## src/rtl/regfile_wb_scheduler_pkg.sv

```systemverilog
// rtl/regfile_wb_scheduler_pkg.sv - shared register-file widths and types for the writeback scheduler
package regfile_ctrl_pkg;

    localparam int XLEN       = 32;
    localparam int REG_ADDR_W = 5;
    localparam int NUM_REGS   = 32;

    typedef logic [REG_ADDR_W-1:0] reg_addr_t;
    typedef logic [XLEN-1:0]       xlen_t;

endpackage

```

## src/rtl/regfile_wb_scheduler_if.sv

```systemverilog
// rtl/regfile_wb_scheduler_if.sv - issue, writeback and register-file write bundle
interface regfile_wb_scheduler_if #(
    parameter int NUM_REQ    = 2,
    parameter int XLEN       = 32,
    parameter int REG_ADDR_W = 5
);
    import regfile_ctrl_pkg::*;

    logic                          issue_valid;
    logic [REG_ADDR_W-1:0]         issue_rd;
    logic [REG_ADDR_W-1:0]         issue_rs1;
    logic [REG_ADDR_W-1:0]         issue_rs2;
    logic                          issue_stall;

    logic [NUM_REQ-1:0]            wb_valid;
    logic [NUM_REQ-1:0]            wb_ready;
    logic [NUM_REQ*REG_ADDR_W-1:0] wb_rd;
    logic [NUM_REQ*XLEN-1:0]       wb_data;

    logic                          rf_reg_write;
    logic [REG_ADDR_W-1:0]         rf_write_add;
    logic [XLEN-1:0]               rf_write_data;
    logic [NUM_REGS-1:0]           busy_vec;
    logic                          err_stray_wb;

    modport master (
        output issue_valid, issue_rd, issue_rs1, issue_rs2,
        output wb_valid, wb_rd, wb_data,
        input  issue_stall, wb_ready,
        input  rf_reg_write, rf_write_add, rf_write_data, busy_vec, err_stray_wb
    );

    modport slave (
        input  issue_valid, issue_rd, issue_rs1, issue_rs2,
        input  wb_valid, wb_rd, wb_data,
        output issue_stall, wb_ready,
        output rf_reg_write, rf_write_add, rf_write_data, busy_vec, err_stray_wb
    );

endinterface

```

## src/rtl/regfile_wb_scheduler_rr_arbiter.sv

```systemverilog
// rtl/regfile_wb_scheduler_rr_arbiter.sv - round-robin arbiter; pointer names the highest-priority requester
module rr_arbiter #(
    parameter int N  = 2,
    parameter int PW = (N > 1) ? $clog2(N) : 1
) (
    input  logic          clk,
    input  logic          rst,
    input  logic [N-1:0]  req,
    output logic [N-1:0]  grant,
    output logic [PW-1:0] winner,
    output logic          valid
);
    import regfile_ctrl_pkg::*;

    logic [PW-1:0] ptr_q;
    logic [PW:0]   idx_w;
    logic [PW-1:0] idx;
    logic [PW:0]   next_w;
    logic [PW-1:0] ptr_next;

    // Search upward from the pointer, wrapping modulo N (N need not be a power of two).
    always_comb begin
        grant  = '0;
        winner = '0;
        valid  = 1'b0;
        idx_w  = '0;
        idx    = '0;
        if (!rst) begin
            for (int k = 0; k < N; k++) begin
                idx_w = {1'b0, ptr_q} + (PW+1)'(k);
                if (idx_w >= (PW+1)'(N)) begin
                    idx_w = idx_w - (PW+1)'(N);
                end
                idx = idx_w[PW-1:0];
                if (!valid && req[idx]) begin
                    valid  = 1'b1;
                    winner = idx;
                end
            end
            if (valid) begin
                grant[winner] = 1'b1;
            end
        end
    end

    always_comb begin
        next_w = {1'b0, winner} + (PW+1)'(1);
        if (next_w >= (PW+1)'(N)) begin
            next_w = next_w - (PW+1)'(N);
        end
        ptr_next = next_w[PW-1:0];
    end

    always_ff @(posedge clk) begin
        if (rst) begin
            ptr_q <= '0;
        end else if (valid) begin
            ptr_q <= ptr_next;
        end
    end

endmodule

```

## src/rtl/regfile_wb_scheduler.sv

```systemverilog
// rtl/regfile_wb_scheduler.sv - scoreboard hazard stall plus shared write port; REGFILE_WB_BYPASS_EN lets issue see same-cycle retirement
module regfile_wb_scheduler #(
    parameter int NUM_REQ    = 2,
    parameter int XLEN       = regfile_ctrl_pkg::XLEN,
    parameter int REG_ADDR_W = regfile_ctrl_pkg::REG_ADDR_W
) (
    input logic                   clk,
    input logic                   rst,
    regfile_wb_scheduler_if.slave bus
);
    import regfile_ctrl_pkg::*;

    localparam int PW = (NUM_REQ > 1) ? $clog2(NUM_REQ) : 1;

    logic [NUM_REQ-1:0]    grant;
    logic [PW-1:0]         winner;
    logic                  transfer;
    logic [REG_ADDR_W-1:0] sel_rd;
    logic [XLEN-1:0]       sel_data;

    logic [NUM_REGS-1:0]   busy_q;
    logic [NUM_REGS-1:0]   retire_vec;
    logic [NUM_REGS-1:0]   set_vec;
    logic [NUM_REGS-1:0]   hazard_busy;
    logic                  issue_stall;
    logic                  issue_accept;
    logic                  stray;

    logic                  rf_we_q;
    logic [REG_ADDR_W-1:0] rf_add_q;
    logic [XLEN-1:0]       rf_data_q;
    logic                  err_q;

    rr_arbiter #(.N(NUM_REQ), .PW(PW)) u_arb (
        .clk    (clk),
        .rst    (rst),
        .req    (bus.wb_valid),
        .grant  (grant),
        .winner (winner),
        .valid  (transfer)
    );

    always_comb begin
        sel_rd   = '0;
        sel_data = '0;
        for (int i = 0; i < NUM_REQ; i++) begin
            if (winner == PW'(i)) begin
                sel_rd   = bus.wb_rd[i*REG_ADDR_W +: REG_ADDR_W];
                sel_data = bus.wb_data[i*XLEN +: XLEN];
            end
        end
    end

    // x0 never enters or leaves the scoreboard, so bit 0 stays clear.
    assign retire_vec = (transfer && sel_rd != '0) ? (NUM_REGS'(1) << sel_rd) : '0;

`ifdef REGFILE_WB_BYPASS_EN
    assign hazard_busy = busy_q & ~retire_vec;
`else
    assign hazard_busy = busy_q;
`endif

    assign issue_stall  = bus.issue_valid &
                          (hazard_busy[bus.issue_rs1] | hazard_busy[bus.issue_rs2] |
                           hazard_busy[bus.issue_rd]);
    assign issue_accept = bus.issue_valid & ~issue_stall;
    assign set_vec      = (issue_accept && bus.issue_rd != '0) ?
                          (NUM_REGS'(1) << bus.issue_rd) : '0;
    assign stray        = transfer && sel_rd != '0 && !busy_q[sel_rd];

    always_ff @(posedge clk) begin
        if (rst) begin
            busy_q    <= '0;
            err_q     <= 1'b0;
            rf_we_q   <= 1'b0;
            rf_add_q  <= '0;
            rf_data_q <= '0;
        end else begin
            // Set after clear: a new producer keeps the register busy.
            busy_q <= (busy_q & ~retire_vec) | set_vec;
            if (stray) begin
                err_q <= 1'b1;
            end
            rf_we_q <= transfer && sel_rd != '0;
            if (transfer) begin
                rf_add_q  <= sel_rd;
                rf_data_q <= sel_data;
            end
        end
    end

    assign bus.wb_ready      = grant;
    assign bus.issue_stall   = issue_stall;
    assign bus.busy_vec      = busy_q;
    assign bus.err_stray_wb  = err_q;
    assign bus.rf_reg_write  = rf_we_q;
    assign bus.rf_write_add  = rf_add_q;
    assign bus.rf_write_data = rf_data_q;

endmodule

```

## src/flat_wrapper.sv

```systemverilog
// flat-port wrapper written by rule: the top's interface ports become plain ports
module regfile_wb_scheduler_flat import regfile_ctrl_pkg::*;
#(
    parameter int NUM_REQ    = 2,
    parameter int XLEN       = regfile_ctrl_pkg::XLEN,
    parameter int REG_ADDR_W = regfile_ctrl_pkg::REG_ADDR_W
)
  (clk, rst, bus_issue_valid, bus_issue_rd, bus_issue_rs1, bus_issue_rs2, bus_wb_valid, bus_wb_rd, bus_wb_data, bus_issue_stall, bus_wb_ready, bus_rf_reg_write, bus_rf_write_add, bus_rf_write_data, bus_busy_vec, bus_err_stray_wb);
  regfile_wb_scheduler_if #(.NUM_REQ(NUM_REQ), .XLEN(XLEN), .REG_ADDR_W(REG_ADDR_W)) bus_i ();
  input logic clk;
  input logic rst;
  input wire logic [$bits(bus_i.issue_valid)-1:0] bus_issue_valid;
  input wire logic [$bits(bus_i.issue_rd)-1:0] bus_issue_rd;
  input wire logic [$bits(bus_i.issue_rs1)-1:0] bus_issue_rs1;
  input wire logic [$bits(bus_i.issue_rs2)-1:0] bus_issue_rs2;
  input wire logic [$bits(bus_i.wb_valid)-1:0] bus_wb_valid;
  input wire logic [$bits(bus_i.wb_rd)-1:0] bus_wb_rd;
  input wire logic [$bits(bus_i.wb_data)-1:0] bus_wb_data;
  output wire logic [$bits(bus_i.issue_stall)-1:0] bus_issue_stall;
  output wire logic [$bits(bus_i.wb_ready)-1:0] bus_wb_ready;
  output wire logic [$bits(bus_i.rf_reg_write)-1:0] bus_rf_reg_write;
  output wire logic [$bits(bus_i.rf_write_add)-1:0] bus_rf_write_add;
  output wire logic [$bits(bus_i.rf_write_data)-1:0] bus_rf_write_data;
  output wire logic [$bits(bus_i.busy_vec)-1:0] bus_busy_vec;
  output wire logic [$bits(bus_i.err_stray_wb)-1:0] bus_err_stray_wb;
  assign bus_i.issue_valid = bus_issue_valid;
  assign bus_i.issue_rd = bus_issue_rd;
  assign bus_i.issue_rs1 = bus_issue_rs1;
  assign bus_i.issue_rs2 = bus_issue_rs2;
  assign bus_i.wb_valid = bus_wb_valid;
  assign bus_i.wb_rd = bus_wb_rd;
  assign bus_i.wb_data = bus_wb_data;
  assign bus_issue_stall = bus_i.issue_stall;
  assign bus_wb_ready = bus_i.wb_ready;
  assign bus_rf_reg_write = bus_i.rf_reg_write;
  assign bus_rf_write_add = bus_i.rf_write_add;
  assign bus_rf_write_data = bus_i.rf_write_data;
  assign bus_busy_vec = bus_i.busy_vec;
  assign bus_err_stray_wb = bus_i.err_stray_wb;
  regfile_wb_scheduler #(.NUM_REQ(NUM_REQ), .XLEN(XLEN), .REG_ADDR_W(REG_ADDR_W)) u_core (.clk(clk), .rst(rst), .bus(bus_i));
endmodule
```

## config.mk

```make
export PLATFORM = sky130hd
export DESIGN_NAME = regfile_wb_scheduler_flat
export DESIGN_NICKNAME = d
export VERILOG_FILES = /design/src/rtl/regfile_wb_scheduler_pkg.sv /design/src/rtl/regfile_wb_scheduler_if.sv /design/src/rtl/regfile_wb_scheduler_rr_arbiter.sv /design/src/rtl/regfile_wb_scheduler.sv /design/src/flat_wrapper.sv
export SDC_FILE = /design/constraint.sdc
export NUM_CORES = 1
export LEC_CHECK = 0
export BUFFER_PORTS_ARGS = -buffer_cell sky130_fd_sc_hd__buf_2
export CORE_ASPECT_RATIO = 1.4
export CORE_MARGIN = 5
export CORE_UTILIZATION = 40
export CTS_BUF_LIST = sky130_fd_sc_hd__clkbuf_2
export DETAILED_ROUTE_END_ITERATION = 6
export GPL_TIMING_DRIVEN = 0
export PLACE_DENSITY_LB_ADDON = 0.08
export RECOVER_POWER = 50
export SYNTH_ARGS = -nofsm -noshare
export SYNTH_HDL_FRONTEND = slang
export SYNTH_SLANG_ARGS = --single-unit
```

## constraint.sdc

```tcl
create_clock -name clk -period 5 [get_ports clk]
set_clock_uncertainty 0.15 [all_clocks]
set_input_delay 1.25 -clock clk [delete_from_list [all_inputs] [get_ports clk]]
set_output_delay 1.25 -clock clk [all_outputs]
set_load 0.05 [all_outputs]
```

Word-level counts from Yosys, hierarchy flattened. Cells that the tools add are included.

Add/subtract/negate cells: 5. Magnitude comparators: 11. Shift operators: 2. Bitwise operators: 8. Muxes and demuxes: 34. Reduce and logical (&&, ||, !) cells: 9.

Operator list (count): $mux 32 (3); $shl 1x5->32 const A (2); $and 32x32->32 (1); $not 32->32 (1); $or 32x32->32 (1); $lt 5x6->1 const B (4); $mux 1 (23); $bmux 1 s5 (4); $reduce_bool 5->1 (2); $lt 1x2->1 const B (3); $logic_and 1x1->1 (5); $mux 5 (1); $add 1x1->2 const B (2); $ge 2x2->1 const B (2); $mux 2 (2); $sub 1x1->1 const B (3); $and 1x1->1 (2); $ge 1x2->1 const B (1); $logic_not 1->1 (2); $or 1x1->1 (2); $demux 1 s1 (1); $ge 1x1->1 const B (1); $not 1->1 (1).

Output and inout bits: 74. Bits of input ports: 94. Register bits: 72. Word-level logic and storage cells: 75.

Logic depth before layout (Yosys ltp). Gate-level depths: netlist of run 1.

Depth after elaboration: 19. Gate-level depth with buffers: 10. Depth with buffers taken out: 8.

Cells and area by module. Synthesis of run 1 repeated with hierarchy kept, for this count alone.

Cells, all modules: 480. Area total of the unflattened synthesis: 4421.7 µm².

By module, submodules not included: regfile_wb_scheduler (instances 1, seq. area each 1421.4 µm², cells an instance 470, area an instance 4337.9 µm²); rr_arbiter (instances 1, seq. area each 20.0 µm², cells an instance 10, area an instance 83.8 µm²).

Least setup slack after synthesis of run 1. Ideal clock, no wire load.

Path type: input to output. From: in bus_issue_rd[0]. To: out bus_issue_stall. Cell stages on the path: 6. Data arrival time: 3.277 ns. Path buffers: 1. Path slack: 0.323 ns. Cells stage by stage: clkbuf_1 -> mux4_2 -> mux2_2 -> o21ai_0 -> o211ai_1 -> and2_1.

Cells in the longest elaborated chain, start to end: 4.

Ends and longest elaborated chain: start, declared (line flat_wrapper.sv:13) `input wire logic [$bits(bus_i.issue_rd)-1:0] bus_issue_rd;`; $bmux 1 s5 (line regfile_wb_scheduler.sv:65) `hazard_busy[bus.issue_rd]);`; $mux 1 (implied by the code) (line regfile_wb_scheduler.sv:65); $or 1x1->1 (line regfile_wb_scheduler.sv:64) `(hazard_busy[bus.issue_rs1] | hazard_busy[bus.issue_rs2] |`; $and 1x1->1 (line regfile_wb_scheduler.sv:63) `assign issue_stall = bus.issue_valid &`; end, declared (line flat_wrapper.sv:19) `output wire logic [$bits(bus_i.issue_stall)-1:0] bus_issue_stall;`.

No other way between the ends. The select of a mux whose other input is x is not followed.

Worst setup path in the final report of run 1.
From: in bus_issue_rd[1]. To: out bus_issue_stall.

Same word-level chain as after synthesis.

==> impl_metrics.json, run 1 <==
{
  "io_pins": 168,
  "grt_pass1_wl_mm": 25.0,
  "path_class": "in -> out",
  "cts_buffers": 9,
  "cts_setup_buffers": 0,
  "clkTransAtPathRegs_ns": 0.20,
  "clock_path_buffers": 2,
  "whs_ns": 0.358,
  "num_rows": 44,
  "wl_per_cell_um": 20.0,
  "cts.sinks": 72,
  "critical_path.endpoint_type": "output pin",
  "syn_avg_cell_area_um2": 8.98,
  "reg2reg_to": "u_core.bus.busy_vec[28]$_SDFF_PP0_",
  "synth_top_family_by_area": "compound AO/OA/AOI/OAI gates",
  "viasPerCell": 5.92,
  "drt_iter0_drc": 218,
  "grt_pass1_vias": 4670,
  "holdCritPathClass": "reg -> reg",
  "cp.required_ns": 3.60,
  "sequentialPowerShare": 0.451,
  "register_area_um2": 1440,
  "slew_viol_final": 0,
  "track_usage": 0.242,
  "coreArea_um2": 10400,
  "place_congestion": 0.958,
  "syn_inst": 473,
  "reg2regPathDepth": 7,
  "crit_arrival_ns": 3.44,
  "synthesis.area_um2": 4250,
  "fmax_mhz": 207,
  "muxShareOfSynthArea": 0.197,
  "antenna_found_initial": 1,
  "setup.worst_path.end": "bus_issue_stall",
  "p_per_area_nw_per_um2": 263,
  "grt_start_max_net_pins": 14,
  "fp.dieW_um": 97.1,
  "reg2reg_slack_ns": 2.12,
  "routed_wl_mm": 15.8,
  "n_fill_cell": 1053,
  "nets": 738,
  "swShare": 0.366,
  "syn_to_final_growth_pct": 24.3,
  "layout_commonest_cell": "clkbuf_1",
  "die_h_um": 132,
  "slowest_stage": "clkbuf_1",
  "p_switching_uw": 508,
  "ctsHoldBuffers": 0,
  "worst_setup_path_start_kind": "input port",
  "drc": 0,
  "ys_seq_area_frac": 0.340,
  "status": "completed",
  "synth-adder-area-share": 0,
  "crit_top_cell": "buf_2",
  "synth_seq_cells": 72,
  "cp.depth": 8,
  "cts.repair.resized": 0,
  "tns_ns": 0,
  "leakage_nw": 2.01,
  "synth_xor_area_frac": 0,
  "syn-num-nets": 567,
  "grt_setup_unrepaired": "no",
  "vias": 4663,
  "comb_power_share": 0.261,
  "internal_power_uw": 879,
  "port_buffers": 160,
  "synth-edff-count": 0,
  "place_hpwl_mm": 12.2,
  "cpPeakStageDelay_ns": 0.44,
  "drv_cap": 0,
  "root_buffer": "clkbuf_2",
  "finalCritPeriodShare": 0.967,
  "setup_viol": 0,
  "die_area_um2": 12800,
  "initial_utilization": 0.408,
  "clkPwrFrac": 0.287,
  "drive_gt1_frac": 0.227,
  "clk_latency_ns": 0.55,
  "worstMarginPinSlew_ns": 0.827,
  "finalHoldViolCount": 0,
  "synth.distinct_cells": 45,
  "ys_async_sr_fraction": 0,
  "cp_top_family": "buffers and inverters",
  "synth_flop_cell": "dfxtp_1",
  "synth_compound_area_frac": 0.218,
  "dr.pass1.iters": 5,
  "mostFrequentLayoutCells": "clkbuf_1 (106), buf_2 (91), dfxtp_1 (72)",
  "grt_overflow": 0,
  "htreeDepth": 3,
  "irDropWorstVdd_mv": 0.178,
  "fin_crit_ns": 4.84,
  "cp.buffers_inverters": 3,
  "cts_tree": "built",
  "synthSimpleGateAreaFrac": 0.195,
  "multi_input_area_um2": 2590,
  "crit_fanout": 10,
  "reg2reg_from": "u_core.u_arb.ptr_q$_SDFFE_PP0P_",
  "drtAntennaViolNets": 0,
  "relSlewSlack": 0.433,
  "yosys_warnings": 0,
  "cp-startpoint": "bus_issue_rd[1]",
  "crit_chain": "buf_2, clkbuf_1, mux4_2, mux2_2, o21ai_0, o211ai_1, and2_1, buf_2"
}
-- registers in the layout, indices dropped and copies added, names as in the netlist --
register / count
u_core.bus.busy_vec: 32
u_core.bus.err_stray_wb: 1
u_core.bus.rf_reg_write: 1
u_core.bus.rf_write_add: 5
u_core.bus.rf_write_data: 32
u_core.u_arb.ptr_q: 1
-- worst min path at each step --
| stage | from | to | slack, ns | cells after the start |
|---|---|---|---|---|
| 5_1_grt | u_core.bus.rf_write_data[0]$_SDFFE_PP0P_ | u_core.bus.rf_write_data[0]$_SDFFE_PP0P_ | 0.38 | 2 |
| 3_3_place_gp | u_core.bus.rf_write_data[0]$_SDFFE_PP0P_ | u_core.bus.rf_write_data[0]$_SDFFE_PP0P_ | 0.33 | 2 |
| 6_report | u_core.bus.rf_write_data[0]$_SDFFE_PP0P_ | u_core.bus.rf_write_data[0]$_SDFFE_PP0P_ | 0.36 | 2 |
| 3_5_place_dp | u_core.bus.rf_write_data[0]$_SDFFE_PP0P_ | u_core.bus.rf_write_data[0]$_SDFFE_PP0P_ | 0.34 | 2 |
| 2_1_floorplan | u_core.u_arb.ptr_q$_SDFFE_PP0P_ | u_core.u_arb.ptr_q$_SDFFE_PP0P_ | 0.32 | 2 |
| 4_1_cts | u_core.bus.rf_write_data[0]$_SDFFE_PP0P_ | u_core.bus.rf_write_data[0]$_SDFFE_PP0P_ | 0.36 | 2 |
-- worst reg2reg max path, cell delays in order (launching register included) --
cell	delay [ns]
dfxtp_1	0.41
nand2b_1	0.13
nand2_1	0.22
o31ai_1	0.69
clkbuf_1	0.46
nand2_1	0.29
o311ai_0	0.38
nand2_1	0.09
-- area by class of cell --
cell class / count / area share
Timing Repair Buffer: 160 / 0.135
Clock inverter: 6 / 0.0175
Inverter: 7 / 0.00498
Tap cell: 138 / 0.0327
Buffer: 45 / 0.0349
Clock buffer: 10 / 0.00949
Sequential cell: 72 / 0.273
Multi-Input combinational cell: 349 / 0.492
Antenna cell: 1 / 0.000474
-- cell families after synthesis --
group,after synthesis
AO/OA/AOI/OAI,127
flip-flops,72
multiplexers,47
AND/OR/NAND/NOR,175
buffers and inverters,52
-- synthesized netlist by cell type (6+ instances only) --
cell type / number / area share
a221oi_1: 7 / 0.014
a311oi_1: 34 / 0.070
buf_1: 6 / 0.0053
clkbuf_1: 34 / 0.030
dfxtp_1: 72 / 0.34
inv_1: 6 / 0.0053
mux2i_1: 14 / 0.033
mux4_2: 29 / 0.15
nand2_1: 55 / 0.049
nand2b_1: 7 / 0.010
nand3_1: 44 / 0.052
nor2_1: 43 / 0.038
o211ai_1: 24 / 0.042
o21ai_0: 24 / 0.028
o21ai_1: 12 / 0.014
o311ai_0: 7 / 0.014
-- power by group through the flow --
stage	Clock, mW	Sequential, mW	Combinational, mW
final	0.399	0.626	0.362
after global routing	0.431	0.631	0.390
after CTS	0.407	0.625	0.372
after detailed placement	0	0.636	0.371
after global placement	0	0.636	0.367
after floorplan	0	0.736	0.151
-- per-stage QoR --
stage | std cells | instance area (µm²) | util | power [mW] | worst slack (ns)
3_5_place_dp | 771 | 5220 | 0.502 | 1.01 | 0.0121
6_report | 788 | 5280 | 0.507 | 1.39 | 0.164
3_3_place_gp | 771 | 5220 | 0.502 | 1.00 | 0.0753
4_1_cts | 787 | 5360 | 0.515 | 1.40 | 0.0121
5_1_grt | 788 | 5280 | 0.507 | 1.45 | 0.0213
2_1_floorplan | 473 | 4250 | - | 0.887 | 0.323
-- routing by layer --
| layer | part of all wire | GRT usage |
|---|---|---|
| met5 | 0 | 0 |
| met2 | 0.50 | 0.418 |
| met3 | 0.099 | 0.0757 |
| met4 | 0.038 | 0.112 |
| met1 | 0.36 | 0.269 |
(Power assumes the default switching activity.)
==> inputs of run 2 (changes only) <==
--- a/config.mk
+++ b/config.mk
@@ -16,4 +16,5 @@
 export RECOVER_POWER = 50
 export SYNTH_ARGS = -nofsm -noshare
 export SYNTH_HDL_FRONTEND = slang
+export SYNTH_HIERARCHICAL = 1
 export SYNTH_SLANG_ARGS = --single-unit
==> impl_metrics.json, run 2 <==
{
  "wl_per_cell_um": 21.5,
  "status": "completed",
  "synth_top_area_frac": 0.326,
  "viasPerCell": 6.02,
  "synth.distinct_cells": 47,
  "cts.sinks": 72,
  "synth_flop_cell": "dfxtp_1",
  "finalHoldViolCount": 0,
  "drtAntennaViolNets": 0,
  "p_per_area_nw_per_um2": 237,
  "ys_async_sr_fraction": 0,
  "track_usage": 0.254,
  "grt_pass1_wl_mm": 26.5,
  "final_core_util": 0.500,
  "vias": 4819,
  "clkTransAtPathRegs_ns": 0.19,
  "path_class": "in -> out",
  "ys_seq_area_frac": 0.326,
  "finalCritPeriodShare": 0.959,
  "root_buffer": "clkbuf_2",
  "top_usage_layer": "met2",
  "whs_ns": 0.346,
  "grt_pass1_vias": 4904,
  "use_met3": 0.0624,
  "irDropWorstVdd_mv": 0.148,
  "p_switching_uw": 497,
  "comb_power_share": 0.306,
  "grt_start_max_net_pins": 12,
  "slew_viol_final": 0,
  "antenna_found_initial": 0,
  "drv_cap": 0,
  "setup_viol": 0,
  "die_area_um2": 13300,
  "synth_area_leader_cell": "dfxtp_1",
  "ctsHoldBuffers": 0,
  "io_pins": 168,
  "fmax_mhz": 208,
  "worstMarginPinSlew_ns": 0.981,
  "dr.pass1.iters": 5,
  "setup_slack_ns": 0.204,
  "layout_commonest_cell": "buf_2",
  "synthesis.area_um2": 4420,
  "sequentialPowerShare": 0.484,
  "syn_avg_cell_area_um2": 9.21,
  "pre_cts_slack_ns": -0.265,
  "grt_setup_unrepaired": "no",
  "syn-num-nets": 574,
  "fin_crit_ns": 4.80,
  "grt_overflow": 0,
  "swShare": 0.386,
  "routed_wl_mm": 17.2,
  "nets": 749,
  "clock_path_buffers": 2,
  "antennaDiodeCount": 0,
  "worst_setup_path_start_kind": "input port",
  "synth_seq_cells": 72,
  "holdCritPathClass": "reg -> reg",
  "postPlaceCellArea_um2": 5410,
  "initial_utilization": 0.407,
  "final_area_um2": 5430,
  "crit_arrival_ns": 3.40,
  "gr-usage-met1": 0.276,
  "mostFrequentLayoutCells": "buf_2 (101), clkbuf_1 (91), mux2i_1 (76)",
  "cp.required_ns": 3.60,
  "syn_to_final_growth_pct": 22.8,
  "synth.most_common_cell": "mux2i_1",
  "fp.dieW_um": 98.9,
  "drive_gt1_frac": 0.220,
  "relSlewSlack": 0.346,
  "htreeDepth": 3,
  "place_congestion": 0.969,
  "crit_fanout": 14,
  "cts_tree": "built",
  "die_h_um": 134,
  "syn_inst": 480,
  "grt_use_met2": 0.443,
  "num_rows": 45,
  "clk_latency_ns": 0.51,
  "cts_buffers": 9,
  "yosys_warnings": 6,
  "finalNonFillerCells": 801,
  "coreArea_um2": 10900,
  "place_inst": 784,
  "synth.top_cells.by_count": "mux2i_1 (76), dfxtp_1 (72), nor2_1 (53), a211oi_1 (37), o211ai_1 (32)",
  "internal_power_uw": 789,
  "ys_top_cells_by_area": "dfxtp_1 (33%), mux2i_1 (17%), a211oi_1 (6.3%), mux4_2 (6.1%), o211ai_1 (5.4%)",
  "drt_iter0_drc": 327,
  "port_buffers": 163,
  "leakage_nw": 2.09,
  "critical_path.endpoint_type": "output pin",
  "place_hpwl_mm": 13.2,
  "clkPwrFrac": 0.211,
  "synth-edff-count": 0,
  "drc": 0
}
==> run 2: logic make-up after synthesis <==
| group | count (synthesis) | share of synthesized area |
|---|---|---|
| AOI/OAI and AO/OA | 135 | 0.236 |
| buffers and inverters | 48 | 0.0467 |
| DFF | 72 | 0.326 |
| muxes | 92 | 0.243 |
| and+or+nand+nor | 133 | 0.148 |
==> run 2: metal layers <==
layer	part of all wire	wire length, µm
met5	0	0
met4	0.053	905
met3	0.095	1640
met2	0.50	8540
met1	0.36	6140
==> run 2: path summary, 6_finish.rpt <==
| path | startpoint | endpoint | slack, ns | depth (start not counted) |
|---|---|---|---|---|
| hold / removal | u_core/bus.rf_write_data[6]$_SDFFE_PP0P_ | u_core/bus.rf_write_data[6]$_SDFFE_PP0P_ | 0.35 | 2 |
| setup reg to reg | u_core/u_arb/ptr_q$_SDFFE_PP0P_ | u_core/bus.err_stray_wb$_SDFFE_PP0P_ | 1.82 | 10 |
| setup / recovery | bus_issue_rd[1] | bus_issue_stall | 0.20 | 8 |
| hold reg to reg | u_core/bus.rf_write_data[6]$_SDFFE_PP0P_ | u_core/bus.rf_write_data[6]$_SDFFE_PP0P_ | 0.35 | 2 |
==> run 2: cell type report <==
type / count / area (µm²)
inverter: 8 / 30.0
clock buffer: 12 / 60.1
timing repair buffer: 165 / 748
buffer: 39 / 180
multi-input combinational: 360 / 2770
sequential: 72 / 1440
fill: 1149 / 5440
clock inverter: 4 / 21.3
tap: 141 / 176
==> run 2: stage by stage <==
| step | TNS (ns) | total power [mW] |
|---|---|---|
| 2_1_floorplan | 0 | 0.901 |
| 3_3_place_gp | -0.203 | 1.02 |
| 6_report | 0 | 1.29 |
| 4_1_cts | 0 | 1.30 |
| 5_1_grt | 0 | 1.35 |
| 3_5_place_dp | -0.265 | 1.03 |
==> run 2: timing repair <==
action,4_1_cts,5_1_grt
gates resized for setup,2,4
setup buffers,0,2
pin swaps,0,1
setup endpoints to repair,1,1
==> run 2: worst max-delay path: stages <==
cell and delay (ns):
buf_2 0.15, clkbuf_4 0.26, mux4_2 0.34, mux4_2 0.48, nand2_1 0.17, nand4_4 0.28
o21a_1 0.27, buf_2 0.20
==> run 2: power groups by stage <==
stage	Clock, mW	Combinational, mW	Sequential [mW]
finish	0.271	0.393	0.622
global route	0.307	0.420	0.626
CTS	0.282	0.396	0.621
detailed placement	0	0.395	0.632
global placement	0	0.390	0.632
floorplan	0	0.177	0.724
==> inputs of run 3 (changes only) <==
--- a/config.mk
+++ b/config.mk
@@ -7,9 +7,8 @@
 export LEC_CHECK = 0
 export BUFFER_PORTS_ARGS = -buffer_cell sky130_fd_sc_hd__buf_2
 export CORE_ASPECT_RATIO = 1.4
-export CORE_MARGIN = 5
-export CORE_UTILIZATION = 40
-export CTS_BUF_LIST = sky130_fd_sc_hd__clkbuf_2
+export CORE_UTILIZATION = 50
+export CTS_BUF_LIST = sky130_fd_sc_hd__clkbuf_8
 export DETAILED_ROUTE_END_ITERATION = 6
 export GPL_TIMING_DRIVEN = 0
 export PLACE_DENSITY_LB_ADDON = 0.08
==> impl_metrics.json, run 3 (synthesis gave the netlist of run 2 again) <==
{
  "status": "completed",
  "drive_gt1_frac": 0.213,
  "p_switching_uw": 526,
  "drv_cap": 0,
  "critical_path.endpoint_type": "output pin",
  "die_area_um2": 9230,
  "crit_fanout": 10,
  "drtAntennaViolNets": 0,
  "cts.sinks": 72,
  "htreeDepth": 3,
  "viasPerCell": 6.50,
  "internal_power_mw": 1.01,
  "clkTransAtPathRegs_ns": 0.07,
  "fmax_mhz": 206,
  "grt_pass1_wl_mm": 24.5,
  "worst_setup_path_start_kind": "input port",
  "syn_to_final_growth_pct": 24.3,
  "place_congestion": 0.951,
  "num_rows": 40,
  "cp.required_ns": 3.60,
  "finalHoldViolCount": 0,
  "io_pins": 168,
  "finalCritPeriodShare": 0.970,
  "mostFrequentLayoutCells": "buf_2 (97), clkbuf_1 (96), mux2i_1 (76)",
  "place_hpwl_mm": 11.9,
  "track_usage": 0.359,
  "relSlewSlack": 0.408,
  "pre_cts_slack_ns": -0.0345,
  "holdCritPathClass": "reg -> reg",
  "comb_power_share": 0.253,
  "layout_commonest_cell": "buf_2",
  "wl_per_cell_um": 21.2,
  "p_per_area_nw_per_um2": 279,
  "leakage_nw": 2.10,
  "root_buffer": "clkbuf_8",
  "vias": 4957,
  "slew_viol_final": 0,
  "drt_iter0_drc": 600,
  "fin_total_pwr_mw": 1.53,
  "grt_start_max_net_pins": 13,
  "coreArea_um2": 8560,
  "grt_pass1_vias": 4608,
  "irDropWorstVdd_mv": 0.220,
  "port_buffers": 163,
  "sequentialPowerShare": 0.405,
  "cts_tree": "built",
  "clk_latency_ns": 0.36,
  "swShare": 0.343,
  "grt_setup_unrepaired": "no",
  "clock_path_buffers": 2,
  "clkPwrFrac": 0.343,
  "routed_wl_mm": 16.2,
  "grt_overflow": 0,
  "cts_buffers": 9,
  "setup_viol": 0,
  "drc": 0,
  "path_class": "in -> out",
  "fp.dieW_um": 81.5,
  "fin_crit_ns": 4.85,
  "antenna_found_initial": 0,
  "setup_slack_ns": 0.150,
  "dr.pass1.iters": 5,
  "antennaDiodeCount": 0,
  "worstMarginPinSlew_ns": 0.888,
  "crit_arrival_ns": 3.45,
  "die_h_um": 113,
  "initial_utilization": 0.517,
  "nets": 747
}
-- run 3: worst paths after layout --
kind | cells after the start | slack, ns | to | from
min | 2 | 0.34 | u_core/bus.rf_write_data[1]$_SDFFE_PP0P_ | u_core/bus.rf_write_data[1]$_SDFFE_PP0P_
min reg2reg | 2 | 0.34 | u_core/bus.rf_write_data[1]$_SDFFE_PP0P_ | u_core/bus.rf_write_data[1]$_SDFFE_PP0P_
max reg2reg | 9 | 1.91 | u_core/bus.busy_vec[14]$_SDFF_PP0_ | u_core/u_arb/ptr_q$_SDFFE_PP0P_
max | 10 | 0.15 | bus_issue_stall | bus_issue_rs1[1]
-- run 3: per-layer routing --
metal / GRT usage / routed length (µm) / part of all wire / up-vias
li1: - / - / - / 2223
met1: 0.415 / 5740 / 0.36 / 2279
met2: 0.577 / 7810 / 0.48 / 379
met3: 0.106 / 1730 / 0.11 / 76
met4: 0.205 / 893 / 0.055 / 0
met5: 0 / 0 / 0 / -
-- run 3: cell type report --
type / instances / area, µm²
multi-input cells: 360 / 2770
inverters: 8 / 30.0
clock inverters: 6 / 82.6
plain buffers: 39 / 178
repair buffers: 163 / 727
clock buffers: 10 / 138
well taps: 105 / 131
fillers: 802 / 3060
flip-flops and latches: 72 / 1440
-- run 3: power groups by stage --
stage	logic (mW)	registers, mW	clock network, mW
after floorplan	0.177	0.724	0
after global placement	0.385	0.632	0
after detailed placement	0.391	0.632	0
after CTS	0.391	0.620	0.527
after global routing	0.411	0.623	0.548
final	0.387	0.620	0.525
-- run 3: critical path: stages --
cell      delay [ns]
clkbuf_2        0.20
buf_4           0.26
mux2i_1         0.26
nand2_1         0.08
and3_1          0.15
a31oi_1         0.25
nand3_1         0.31
buf_2           0.29
o21a_1          0.18
buf_2           0.20
-- run 3: metrics by stage --
stage               hold slack (ns)   util  instances   TNS, ns  instance area [µm²]
floorplan                     0.446      -        480         0                 4420
global placement              0.318  0.627        748  -0.00993                 5370
detailed placement            0.327  0.627        748   -0.0345                 5370
CTS                           0.338  0.653        764         0                 5590
global route                  0.348  0.642        763         0                 5490
finish                        0.336  0.642        763         0                 5490
-- run 3: repair_timing --
| item | 4_1_cts | 5_1_grt |
|---|---|---|
| buffers inserted | 0 | 0 |
| resized for setup | 1 | 4 |
| pin swaps | 0 | 0 |
| gates cloned | 0 | 0 |
| setup endpoints to repair | 1 | 1 |
| hold buffers | 0 | 0 |
